## config.mk

```make
export PLATFORM = sky130hd
export DESIGN_NAME = uart_tx_engine
export DESIGN_NICKNAME = d
export VERILOG_FILES = /design/src/rtl/uart_tx_engine.sv
export SDC_FILE = /design/constraint.sdc
export NUM_CORES = 1
export LEC_CHECK = 0
export CAP_MARGIN = 15
export CELL_PAD_IN_SITES_DETAIL_PLACEMENT = 1
export CELL_PAD_IN_SITES_GLOBAL_PLACEMENT = 2
export CORE_MARGIN = 5
export CORE_UTILIZATION = 40
export CTS_CLUSTER_DIAMETER = 150
export DETAILED_ROUTE_END_ITERATION = 10
export DONT_BUFFER_PORTS = 1
export GPL_TIMING_DRIVEN = 0
export PLACE_DENSITY = 0.83
export SLEW_MARGIN = 10
export SYNTH_ARGS = -nofsm -noshare
export SYNTH_HDL_FRONTEND = slang
export SYNTH_SLANG_ARGS = --single-unit
export TNS_END_PERCENT = 20
```

## constraint.sdc

```tcl
create_clock -name clk_i -period 3.8 [get_ports clk_i]
set_input_delay 0.38 -clock clk_i [delete_from_list [all_inputs] [get_ports clk_i]]
set_output_delay 0.38 -clock clk_i [all_outputs]
set_load 0.05 [all_outputs]
```

## src/rtl/uart_tx_engine.sv

```systemverilog
// uart_tx_engine: buffered UART transmitter.
//   A FIFO of FIFO_DEPTH words feeds a framing FSM that sends
//   start + 5..DATA_WIDTH data bits (LSB first) + optional parity + 1/2 stop
//   bits, back to back while data is queued, and can hold the line in break.
// Ports:
//   clk_i, rst_ni      clock, asynchronous active-low reset
//   cr_clk_div_i       cycles per bit (0 treated as 1)
//   cr_dlen_i          data bits per frame (clamped to 5..DATA_WIDTH)
//   cr_p_i             parity: 00 none, 10 even, x1 odd
//   cr_s_i             0 = one stop bit, 1 = two
//   cr_brk_i           break request
//   push_valid_i/push_data_i/push_ready_o   FIFO write handshake
//   level_o            FIFO occupancy
//   busy_o             engine not idle
//   done_o             one-cycle pulse after each completed data frame
//   uart_tx_o          serial line, idle high
module uart_tx_engine #(
  parameter int unsigned DATA_WIDTH = 9,
  parameter int unsigned FIFO_DEPTH = 8
) (
  input  logic                          clk_i,
  input  logic                          rst_ni,
  input  logic [15:0]                   cr_clk_div_i,
  input  logic [4:0]                    cr_dlen_i,
  input  logic [1:0]                    cr_p_i,
  input  logic                          cr_s_i,
  input  logic                          cr_brk_i,
  input  logic                          push_valid_i,
  input  logic [DATA_WIDTH-1:0]         push_data_i,
  output logic                          push_ready_o,
  output logic [$clog2(FIFO_DEPTH):0]   level_o,
  output logic                          busy_o,
  output logic                          done_o,
  output logic                          uart_tx_o
);

  localparam int unsigned AW = $clog2(FIFO_DEPTH);
  localparam int unsigned LW = AW + 1;

  typedef enum logic [2:0] {
    S_IDLE,
    S_START,
    S_DATA,
    S_PARITY,
    S_STOP,
    S_BREAK
  } state_t;

  // ---------------- FIFO ----------------
  logic [DATA_WIDTH-1:0] r_mem [FIFO_DEPTH];
  logic [AW-1:0]         r_wptr;
  logic [AW-1:0]         r_rptr;
  logic [LW-1:0]         r_level;
  logic                  w_full;
  logic                  w_empty;
  logic                  w_push;
  logic                  w_pop;

  assign w_full  = (r_level == LW'(FIFO_DEPTH));
  assign w_empty = (r_level == '0);
  assign w_push  = push_valid_i && !w_full;

  always_ff @(posedge clk_i) begin
    if (w_push) r_mem[r_wptr] <= push_data_i;
  end

  always_ff @(posedge clk_i or negedge rst_ni) begin
    if (!rst_ni) begin
      r_wptr  <= '0;
      r_rptr  <= '0;
      r_level <= '0;
    end else begin
      if (w_push) r_wptr <= r_wptr + 1'b1;
      if (w_pop)  r_rptr <= r_rptr + 1'b1;
      case ({w_push, w_pop})
        2'b10:   r_level <= r_level + 1'b1;
        2'b01:   r_level <= r_level - 1'b1;
        default: r_level <= r_level;
      endcase
    end
  end

  // ---------------- configuration sanitising ----------------
  logic [15:0] w_div_in;
  logic [4:0]  w_dlen_in;

  always_comb begin
    w_div_in  = (cr_clk_div_i == '0) ? 16'd1 : cr_clk_div_i;
    w_dlen_in = cr_dlen_i;
    if (cr_dlen_i < 5'd5)                    w_dlen_in = 5'd5;
    else if (cr_dlen_i > 5'(DATA_WIDTH))     w_dlen_in = 5'(DATA_WIDTH);
  end

  // ---------------- framing FSM ----------------
  state_t                r_state;
  state_t                w_state_nxt;
  logic [15:0]           r_baud;
  logic [15:0]           r_div;
  logic [4:0]            r_dlen;
  logic [1:0]            r_par;
  logic                  r_stop2;
  logic [4:0]            r_bitcnt;
  logic [DATA_WIDTH-1:0] r_shift;
  logic                  r_pacc;
  logic                  r_stop_idx;
  logic                  r_brk_stop;
  logic                  r_done;

  logic                  w_bit_end;
  logic                  w_bit_start;
  logic                  w_enter_brk;
  logic                  w_last_stop;
  logic                  w_cfg_load;
  logic [15:0]           w_baud_load;

  assign w_bit_end   = (r_baud == '0);
  assign w_cfg_load  = w_pop || w_enter_brk;
  assign w_baud_load = w_cfg_load ? (w_div_in - 16'd1) : (r_div - 16'd1);

  always_ff @(posedge clk_i or negedge rst_ni) begin
    if (!rst_ni) r_state <= S_IDLE;
    else         r_state <= w_state_nxt;
  end

  always_comb begin
    w_state_nxt = r_state;
    w_pop       = 1'b0;
    w_bit_start = 1'b0;
    w_enter_brk = 1'b0;
    w_last_stop = 1'b0;
    case (r_state)
      S_IDLE: begin
        if (cr_brk_i) begin
          w_state_nxt = S_BREAK;
          w_enter_brk = 1'b1;
          w_bit_start = 1'b1;
        end else if (!w_empty) begin
          w_state_nxt = S_START;
          w_pop       = 1'b1;
          w_bit_start = 1'b1;
        end
      end
      S_START: begin
        if (w_bit_end) begin
          w_state_nxt = S_DATA;
          w_bit_start = 1'b1;
        end
      end
      S_DATA: begin
        if (w_bit_end) begin
          w_bit_start = 1'b1;
          if (r_bitcnt == r_dlen - 5'd1)
            w_state_nxt = (r_par != 2'b00) ? S_PARITY : S_STOP;
        end
      end
      S_PARITY: begin
        if (w_bit_end) begin
          w_state_nxt = S_STOP;
          w_bit_start = 1'b1;
        end
      end
      S_STOP: begin
        if (w_bit_end) begin
          if (r_stop2 && !r_stop_idx && !r_brk_stop) begin
            w_bit_start = 1'b1;
          end else begin
            w_last_stop = 1'b1;
            if (!cr_brk_i && !w_empty) begin
              w_state_nxt = S_START;
              w_pop       = 1'b1;
              w_bit_start = 1'b1;
            end else begin
              w_state_nxt = S_IDLE;
            end
          end
        end
      end
      S_BREAK: begin
        // The baud counter saturates at zero here, so release is only
        // honoured once at least one full bit period has elapsed.
        if (w_bit_end && !cr_brk_i) begin
          w_state_nxt = S_STOP;
          w_bit_start = 1'b1;
        end
      end
      default: w_state_nxt = S_IDLE;
    endcase
  end

  always_ff @(posedge clk_i or negedge rst_ni) begin
    if (!rst_ni) begin
      r_baud     <= '0;
      r_div      <= 16'd1;
      r_dlen     <= 5'd5;
      r_par      <= '0;
      r_stop2    <= 1'b0;
      r_bitcnt   <= '0;
      r_shift    <= '0;
      r_pacc     <= 1'b0;
      r_stop_idx <= 1'b0;
      r_brk_stop <= 1'b0;
      r_done     <= 1'b0;
    end else begin
      if (w_bit_start)        r_baud <= w_baud_load;
      else if (r_baud != '0)  r_baud <= r_baud - 16'd1;

      if (w_cfg_load) begin
        r_div   <= w_div_in;
        r_dlen  <= w_dlen_in;
        r_par   <= cr_p_i;
        r_stop2 <= cr_s_i;
      end

      if (w_pop) begin
        r_shift    <= r_mem[r_rptr];
        r_bitcnt   <= '0;
        r_pacc     <= 1'b0;
        r_stop_idx <= 1'b0;
        r_brk_stop <= 1'b0;
      end else if (w_enter_brk) begin
        r_stop_idx <= 1'b0;
        r_brk_stop <= 1'b1;
      end else if (r_state == S_DATA && w_bit_end) begin
        r_shift  <= r_shift >> 1;
        r_pacc   <= r_pacc ^ r_shift[0];
        r_bitcnt <= r_bitcnt + 5'd1;
      end else if (r_state == S_STOP && w_bit_end) begin
        r_stop_idx <= 1'b1;
      end

      // The stop bit that closes a break is not a data frame.
      r_done <= w_last_stop && !r_brk_stop;
    end
  end

  // ---------------- outputs ----------------
  always_comb begin
    uart_tx_o = 1'b1;
    case (r_state)
      S_START:  uart_tx_o = 1'b0;
      S_DATA:   uart_tx_o = r_shift[0];
      S_PARITY: uart_tx_o = r_par[0] ^ r_pacc;
      S_BREAK:  uart_tx_o = 1'b0;
      default:  uart_tx_o = 1'b1;
    endcase
  end

  assign push_ready_o = !w_full;
  assign level_o      = r_level;
  assign busy_o       = (r_state != S_IDLE);
  assign done_o       = r_done;

endmodule

```

==> results.toml, run 1 <==
[outcome]
status = "completed"

[worst_setup_path]
critical_path_class = "flop to flop"
rr_worst_depth = 13
critPathLaunchType = "flop"
rr_endpoint = "r_baud[12]"
crit_path_end_kind = "flop"
crit_buf_inv = 2
cp.arrival_ns = 4.02
slowest_delay_ns = 0.56
crit_fanout = 10
crit_top_cell = "nand2_1"
reg2reg_from = "r_baud[15]"
cp_top_family = "simple AND/OR/NAND/NOR gates"
rrSetupSlack_ns = 0.12
cp.required_ns = 4.13
cp_slowest_cell = "or4b_4"
cp_cell_sequence = "nor3_1 -> nand4_1 -> nor4_4 -> nor2_2 -> buf_2 -> nand2_1 -> nand2_1 -> mux2i_1 -> ha_2 -> inv_1 -> or4b_4 -> xor2_1 -> o22ai_1"

[timing]
slew_viol_final = 0
finalWorstSetupSlack_ns = 0.115
setup_viol = 0
hold_viol_final = 0
fin_crit_ns = 3.68
relSlewSlack = 0.286
fin_hold_ws_ns = 0.0470
finClkSkew_ns = 0.00807
clock.fmax_ghz = 0.271
tns_ns = 0
layout_worst_path_cycle_share = 0.970
worstMarginPinSlew_ns = 1.07

[cells_and_area]
syn2layout_area_growth_pct = 15.8
final_cells = 793
fin_nets = 606
layout-drive-gt1-share = 0.190
n_antenna_cell = 0
fillers = 1707

[clock_network]
root_buffer = "clkbuf_16"
cts_made_buffers = 17
cts.clk_slew.worst_paths_ns = 0.07
clk_path_buf_depth = 2
cts_tree = "built"
htree_num_levels = 4
clock-sinks = 143
worstSkewPairLatency_ns = 0.42

[route]
drt-initial-drc-count = 316
ant_nets = 0
wl_per_cell_microns = 20.5
vias = 4404
vias_per_cell = 5.55
route.detailed.drc = 0
wl_microns = 16300
drtPass1Iterations = 6

[job]
maxCapViolations = 0

[min_path]
hold_start = "push_data_i[1]"
holdPathStages = 0
whs_endpoint = "r_mem[7][1]"
min_path_type = "primary input to flop"

[power]
combPwrFrac = 0.393
power.share.switching = 0.391
p_sw_uw = 2710
ir_drop_v = 0.000391
p_seq_frac = 0.366
power_uw = 6920
p_leak_uw = 0.00295
internal_power_uw = 4210
p_per_area_mw_per_mm2 = 891
power_frac_clock = 0.241

[logic_synthesis]
yosysWarnings = 0
yosysTopAreaCell = "edfxtp_1"
synth-edff-count = 72
synth_top_area_share = 0.322
synth_area_sq_mm = 0.00671
ys_seq_area_frac = 0.588
yosysMostFrequentCell = "edfxtp_1"
avgSynthCellArea_sq_um = 12.5
ys_types = 63
synth_area_leaders = "edfxtp_1 (32%), dfrtp_1 (25%), mux4_2 (6.0%)"
synthArstFlopShare = 0.497
synth_commonest_cells = "edfxtp_1 (72), dfrtp_1 (68), nand2_1 (61), nor2_1 (57)"
synth-seq-cells = 143
yosys_most_used_dff = "edfxtp_1"
postSynthCellCount = 535
synth_nets = 581

[floorplan]
floorplan.initialDensity = 0.406
die_width_microns = 140
core.rowCount = 47
die-height_microns = 140
core_region_area_sq_mm = 0.0165
die_area_sq_mm = 0.0195
pin_count = 45

[global_route]
grt_usage = 0.176
grt_pass1_wl_microns = 26600
grt_start_max_net_pins = 72
grt-ovfl-total = 0
antenna_found_initial = 0
grt_pass1_vias = 4847

[placement]
pre_cts_slack_ns = -0.920
routabilityCongestion = 0.845
portBuffers = 0
hpwl_microns = 11300
dp.cells = 756
sequential cells by signal, indices dropped and copies added, names as in the netlist, 4 cells and up:
register / count
level_o: 4
r_baud: 16
r_bitcnt: 5
r_div: 16
r_dlen: 5
r_mem: 72
r_shift: 9
worst register-to-register path, delay by kind of cell, from the launching register on:
kind                       cells  cell delay (ns)
buffers and inverters          2             0.36
muxes                          1             0.19
and+or+nand+nor                7             2.11
adders and majority gates      1             0.24
xor gates and xnor gates       1             0.16
DFF                            1             0.38
AOI/OAI and AO/OA              1             0.16
worst max-delay path by stage:
stage,slack [ns],startpoint,to,depth (start not counted)
finish,0.12,r_baud[15],r_baud[12],13
CTS,0.03,r_state[0],r_baud[12],13
floorplan,0.04,r_state[0],r_baud[12],14
detailed placement,-0.92,r_state[0],r_baud[12],14
global route,-0.002,level_o[0],r_baud[12],13
global placement,-0.88,r_state[0],r_baud[12],14
logic make-up (layout without fill, tap and decap cells):
group | count (synthesis) | in the layout | synth area share
and+or+nand+nor | 197 | 197 | 0.148
DFF | 143 | 143 | 0.588
AOI/OAI and AO/OA | 74 | 74 | 0.0811
muxes | 44 | 44 | 0.101
xor gates and xnor gates | 34 | 34 | 0.0444
buffers and inverters | 34 | 72 | 0.0200
adders and majority gates | 9 | 9 | 0.0179
placed cells by master, fill, tap and decap left out, types with 8 or more instances in the layout:
cell / instances
a21oi_1: 17
a221o_1: 8
clkbuf_1: 10
clkbuf_16: 17
dfrtp_1: 64
edfxtp_1: 72
inv_1: 13
mux2_2: 10
mux2i_1: 16
mux4_2: 18
nand2_1: 60
nor2_1: 56
nor3_1: 10
o21ai_0: 14
xnor2_1: 17
xor2_1: 17
power by group through the flow:
stage	sequential, uW	combinational [uW]	clock, uW
finish	2530	2720	1670
CTS	2520	2710	1700
floorplan	2430	2010	0
global route	2590	3010	1780
global placement	2500	2490	0
detailed placement	2530	2600	0
layer usage:
layer	up-vias	GRT usage	routed length (microns)	part of all wire
met2	93	0.299	8200	0.50
met4	0	0.0469	225	0.014
met5	-	0	0	0
met3	23	0.0559	826	0.051
li1	2045	-	-	-
met1	2243	0.217	7010	0.43
cell type report:
cell class	instances	area [sq um]	share of cell area
Buffer	18	92.6	0.0119
Clock buffer	17	425	0.0548
Clock inverter	15	159	0.0205
Inverter	15	56.3	0.00725
Multi-Input combinational cell	358	2730	0.351
Sequential cell	143	3960	0.510
Tap cell	220	275	0.0354
Timing Repair Buffer	7	75.1	0.00967
metrics by stage:
step                instance area (sq um)  utilization
floorplan                            6710            -
global placement                     6990        0.423
detailed placement                   7020        0.425
CTS                                  7710        0.467
global route                         7770        0.470
finish                               7770        0.470
repair_timing:
action / CTS / global route
pin swaps: 1 / 2
endpoints found under the hold margin: 71 / 0
setup endpoints to repair: 10 / 5
resized for setup: 17 / 10
setup buffers: 3 / 1
hold buffers: 2 / 0
No activity file was read; power rests on OpenSTA's default activity.
==> run 2: changes to the inputs <==
--- a/config.mk
+++ b/config.mk
@@ -5,15 +5,16 @@
 export SDC_FILE = /design/constraint.sdc
 export NUM_CORES = 1
 export LEC_CHECK = 0
+export BUFFER_PORTS_ARGS = -buffer_cell sky130_fd_sc_hd__buf_2
 export CAP_MARGIN = 15
 export CELL_PAD_IN_SITES_DETAIL_PLACEMENT = 1
 export CELL_PAD_IN_SITES_GLOBAL_PLACEMENT = 2
 export CORE_MARGIN = 5
-export CORE_UTILIZATION = 40
+export CORE_UTILIZATION = 38
 export CTS_CLUSTER_DIAMETER = 150
 export DETAILED_ROUTE_END_ITERATION = 10
-export DONT_BUFFER_PORTS = 1
 export GPL_TIMING_DRIVEN = 0
+export HOLD_SLACK_MARGIN = 0.05
 export PLACE_DENSITY = 0.83
 export SLEW_MARGIN = 10
 export SYNTH_ARGS = -nofsm -noshare
==> run 2 against run 1 <==
  * Flip-flop and latch count unchanged
  * Clock-buffer cell count unchanged
  * Clock power down 4%
  * Largest cell class unchanged
==> results.toml, run 2 (synthesis results as in run 1) <==
[power]
p_leak_uw = 0.00315
p_sw_uw = 2800
power_frac_clock = 0.229
combPwrFrac = 0.421
p_per_area_mw_per_mm2 = 870
p_seq_frac = 0.350
ir_drop_v = 0.000374
internal_power_uw = 4210
power.share.switching = 0.400
power_uw = 7010

[floorplan]
floorplan.initialDensity = 0.388
core_region_area_sq_mm = 0.0173
core.rowCount = 48
die_area_sq_mm = 0.0204
die-height_microns = 143
pin_count = 45
die_width_microns = 143

[placement]
dpl-instance-area_sq_mm = 0.00730
routabilityCongestion = 0.869
portBuffers = 43
hpwl_microns = 11700
dp.cells = 809

[worst_setup_path]
cp_slowest_cell = "or4_4"
crit_fanout = 19
rr_endpoint = "r_baud[12]"
cp.required_ns = 4.07
crit_path_end = "r_baud[12]"
crit_top_cell = "or4_4"
startpoint = "r_state[1]"
cp_top_family = "simple AND/OR/NAND/NOR gates"
crit_cells = 11
critical_path_class = "flop to flop"
crit_path_end_kind = "flop"
cp_cell_sequence = "or4_4 -> or4_4 -> nand2_2 -> buf_12 -> o21ai_1 -> mux2i_1 -> ha_2 -> inv_1 -> or4b_1 -> xor2_1 -> o22ai_1"
rrSetupSlack_ns = 0.19
reg2reg_from = "r_state[1]"
cp.arrival_ns = 3.88
slowest_delay_ns = 0.58
crit_buf_inv = 2
rr_worst_depth = 11
critPathLaunchType = "flop"

[route]
wl_per_cell_microns = 19.5
vias = 4623
drt-initial-drc-count = 293
drtPass1Iterations = 5
ant_nets = 0
route.detailed.drc = 0
vias_per_cell = 5.43
wl_microns = 16600

[timing]
fin_crit_ns = 3.61
finClkSkew_ns = 0.00922
layout_worst_path_cycle_share = 0.950
fin_hold_ws_ns = 0.161
setup_viol = 0
rsz0062_at_grt = "no"
tns_ns = 0
slew_viol_final = 0
hold_viol_final = 0
relSlewSlack = 0.324
worstMarginPinSlew_ns = 1.01
clock.fmax_ghz = 0.277

[clock_network]
cts_made_buffers = 17
worstSkewPairLatency_ns = 0.43
htree_num_levels = 4
clk_path_buf_depth = 2
cts_tree = "built"
cts.clk_slew.worst_paths_ns = 0.07
root_buffer = "clkbuf_16"
clock-sinks = 143

[cells_and_area]
layout_commonest_cell = "edfxtp_1"
top_regs = "r_mem x72, r_baud x16, r_div x16"
design_area_sq_mm = 0.00806
n_antenna_cell = 0
syn2layout_area_growth_pct = 20.1
top_register = "r_mem"
largest_reg_flops = 72
fin_nets = 660
final_cells = 852
layout-drive-gt1-share = 0.263
fillers = 1827
final_cell_mix = "edfxtp_1 (72), dfrtp_1 (63), nand2_1 (60)"

[global_route]
grt_start_max_net_pins = 42
grt_usage = 0.173
grt-ovfl-total = 0
antenna_found_initial = 1
grt_pass1_vias = 4963
grt_pass1_wl_microns = 27100

[min_path]
min_path_type = "primary input to flop"

[outcome]
status = "completed"

[job]
maxCapViolations = 0
## run 2: worst min path at each step
stage / startpoint / end / slack [ns] / cells past startpoint
after global placement: r_div[15] / r_div[15] / 0.45 / 2
after floorplan: rst_ni / done_o / 0.08 / 0
after global routing: cr_p_i[1] / r_par[1] / 0.17 / 3
after detailed placement: rst_ni / r_par[1] / 0.35 / 1
final: cr_s_i / r_stop2 / 0.16 / 3
after CTS: cr_s_i / r_stop2 / 0.15 / 3
## run 2: what timing repair did
item	4_1_cts	5_1_grt
setup buffers	2	11
pin swaps	2	7
hold buffers	1	0
setup endpoints to repair	8	1
endpoints found under the hold margin	29	0
gates resized for setup	15	11
## run 2: tightest hold or removal path: cells and delay by family
kind / cells / cell delay, ns
simple gates: 2 / 0.10
buf+inv: 1 / 0.07
## run 2: power by group through the flow
| stage | registers, uW | clock network (uW) | logic (uW) |
|---|---|---|---|
| finish | 2460 | 1600 | 2950 |
| global route | 2510 | 1730 | 3270 |
| CTS | 2450 | 1640 | 2850 |
| detailed placement | 2450 | 0 | 2790 |
| global placement | 2420 | 0 | 2660 |
| floorplan | 2430 | 0 | 2010 |
## run 2: through the flow
stage,utilization,setup slack [ns]
after global placement,0.417,-0.690
after detailed placement,0.422,-0.804
after CTS,0.459,0.0223
final,0.466,0.191
after global routing,0.466,0.00280
after floorplan,-,0.0407
## run 2: routing by layer
layer,track usage,vias to the layer above,share of wire,routed length [microns]
met5,0,-,0.00078,13
met1,0.222,2341,0.42,7050
met4,0.0540,2,0.012,205
met2,0.287,109,0.51,8450
li1,-,2150,-,-
met3,0.0486,21,0.054,896
## run 2: area by class of cell
type,instances,area (sq um),area share
plain buffers,16,85.1,0.0106
clock buffers,17,425,0.0528
repair buffers,63,383,0.0475
inverters,15,56.3,0.00699
clock inverters,15,139,0.0172
flip-flops and latches,143,3950,0.490
multi-input cells,358,2740,0.340
well taps,225,282,0.0349
==> run 3: changes to the inputs <==
--- a/config.mk
+++ b/config.mk
@@ -6,7 +6,6 @@
 export NUM_CORES = 1
 export LEC_CHECK = 0
 export BUFFER_PORTS_ARGS = -buffer_cell sky130_fd_sc_hd__buf_2
-export CAP_MARGIN = 15
 export CELL_PAD_IN_SITES_DETAIL_PLACEMENT = 1
 export CELL_PAD_IN_SITES_GLOBAL_PLACEMENT = 2
 export CORE_MARGIN = 5
@@ -16,6 +15,7 @@
 export GPL_TIMING_DRIVEN = 0
 export HOLD_SLACK_MARGIN = 0.05
 export PLACE_DENSITY = 0.83
+export REMOVE_ABC_BUFFERS = 1
 export SLEW_MARGIN = 10
 export SYNTH_ARGS = -nofsm -noshare
 export SYNTH_HDL_FRONTEND = slang
==> run 3 against run 2 <==
  * Sequential share of layout area up 0.63 points
  * Flip-flop and latch count did not move
  * Clock-buffer cell count increased by 1
  * Sequential power rose by 7%
  * Combinational power is 11% lower
  * Clock power rose by 6%
  * Critical path type unchanged
  * Largest power group unchanged
==> results.toml, run 3 (synthesis results as in run 1) <==
[outcome]
status = "completed"

[placement]
dp.cells = 791
hpwl_microns = 11300
routabilityCongestion = 0.830
portBuffers = 44
dpl-instance-area_sq_mm = 0.00723

[timing]
relSlewSlack = 0.375
tns_ns = 0
rsz0062_at_grt = "no"
clock.fmax_ghz = 0.271
setup_viol = 0
layout_worst_path_cycle_share = 0.971
finClkSkew_ns = 0.0175
slew_viol_final = 0
fin_hold_ws_ns = 0.168
hold_viol_final = 0
fin_crit_ns = 3.69
worstMarginPinSlew_ns = 0.932

[cells_and_area]
largest_reg_flops = 72
fin_nets = 635
layout-drive-gt1-share = 0.249
layout_commonest_cell = "edfxtp_1"
syn2layout_area_growth_pct = 18.5
multi_input_area_sq_mm = 0.00276
design_area_sq_mm = 0.00795
final_cells = 827
final_cell_mix = "edfxtp_1 (72), dfrtp_1 (65), nand2_1 (60)"
n_antenna_cell = 0
seq_area_sq_mm = 0.00395
top_regs = "r_mem x72, r_baud x16, r_div x16"
top_register = "r_mem"
fillers = 1814

[worst_setup_path]
crit_path_end_kind = "flop"
rrSetupSlack_ns = 0.11
critical_path_class = "flop to flop"
crit_fanout = 15
critPathLaunchType = "flop"
reg2reg_from = "r_state[0]"
cp.required_ns = 4.12
cp.arrival_ns = 4.01
rr_worst_depth = 9
rr_endpoint = "r_baud[15]"

[clock_network]
worstSkewPairLatency_ns = 0.43
clock-sinks = 143
htree_num_levels = 4
clk_path_buf_depth = 2
cts_made_buffers = 17
cts_tree = "built"
cts.clk_slew.worst_paths_ns = 0.06
root_buffer = "clkbuf_16"

[floorplan]
die-height_microns = 143
die_area_sq_mm = 0.0204
die_width_microns = 143
floorplan.initialDensity = 0.388
core_region_area_sq_mm = 0.0173
pin_count = 45
core.rowCount = 48

[global_route]
grt-ovfl-total = 0
grt_util_met2 = 0.287
grt_pass1_vias = 4946
antenna_found_initial = 0
top_usage_layer = "met2"
use_met3 = 0.0392
grt_usage = 0.165
use_met1 = 0.205
grt_start_max_net_pins = 37
grt_pass1_wl_microns = 26200

[route]
drtPass1Iterations = 5
wl_microns = 16200
vias_per_cell = 5.48
vias = 4532
wl_per_cell_microns = 19.5
ant_nets = 0
route.detailed.drc = 0
drt-initial-drc-count = 321

[min_path]
holdPathStages = 3
hold_start = "cr_p_i[0]"
whs_endpoint = "r_par[0]"
min_path_type = "primary input to flop"

[power]
ir_drop_v = 0.000450
p_per_area_mw_per_mm2 = 874
p_leak_uw = 0.00309
power_uw = 6950

[job]
maxCapViolations = 0
## run 3: cell count changes in the layout (fill, tap and decap cells not counted), moves of 2 or more
cell,before,now
buf_4,20,7
clkbuf_1,10,1
inv_8,6,2
buf_1,2,0
bufinv_16,0,2
dfrtp_1,63,65
dfrtp_2,5,3
## run 3: per-layer routing
layer,up-vias,routed length (microns)
met4,0,150
met1,2327,7050
met2,85,8330
li1,2102,-
met5,-,0
met3,18,617
## run 3: worst max-delay path: stages (launching register included)
cell and delay, ns:
dfrtp_1 0.51, or4_4 0.60, nor4_4 0.52, nor2_4 0.19, buf_8 0.21, mux2i_1 0.16, o41a_4 0.51, or2_2 0.32
nor3_1 0.20, mux2_2 0.36
## run 3: worst max path at each step
| stage | startpoint | to | cells past startpoint |
|---|---|---|---|
| 6_report | r_state[0] | r_baud[15] | 9 |
| 5_1_grt | r_state[1] | r_baud[12] | 10 |
| 3_5_place_dp | r_baud[9] | r_baud[12] | 11 |
| 3_3_place_gp | level_o[1] | r_baud[14] | 8 |
| 4_1_cts | r_state[1] | r_baud[12] | 9 |
| 2_1_floorplan | level_o[1] | r_baud[15] | 9 |
## run 3: timing repair
| item | CTS | global route |
|---|---|---|
| hold buffers | 1 | 0 |
| hold endpoints to repair | 32 | 0 |
| gates resized for setup | 9 | 10 |
| setup buffers | 0 | 2 |
| setup endpoints to repair | 10 | 7 |
| gates cloned | 1 | 0 |
| pin swaps | 1 | 1 |
## run 3: report_power, final
part	total, uW	internal, uW	switching, uW
logic	2640	1130	1510
registers	2620	2100	514
clock network	1690	989	703
## run 3: through the flow
stage,utilization,setup WS [ns]
6_report,0.460,0.109
5_1_grt,0.460,0.00679
4_1_cts,0.456,0.0239
3_5_place_dp,0.418,-0.706
3_3_place_gp,0.412,-1.19
2_1_floorplan,-,-0.141
## run 3: final cells by class
cell class	instances	share of cell area
Clock buffer	18	0.0540
Clock inverter	14	0.0209
Inverter	15	0.00708
Multi-Input combinational cell	359	0.347
Sequential cell	143	0.496
Tap cell	225	0.0354
Timing Repair Buffer	53	0.0394
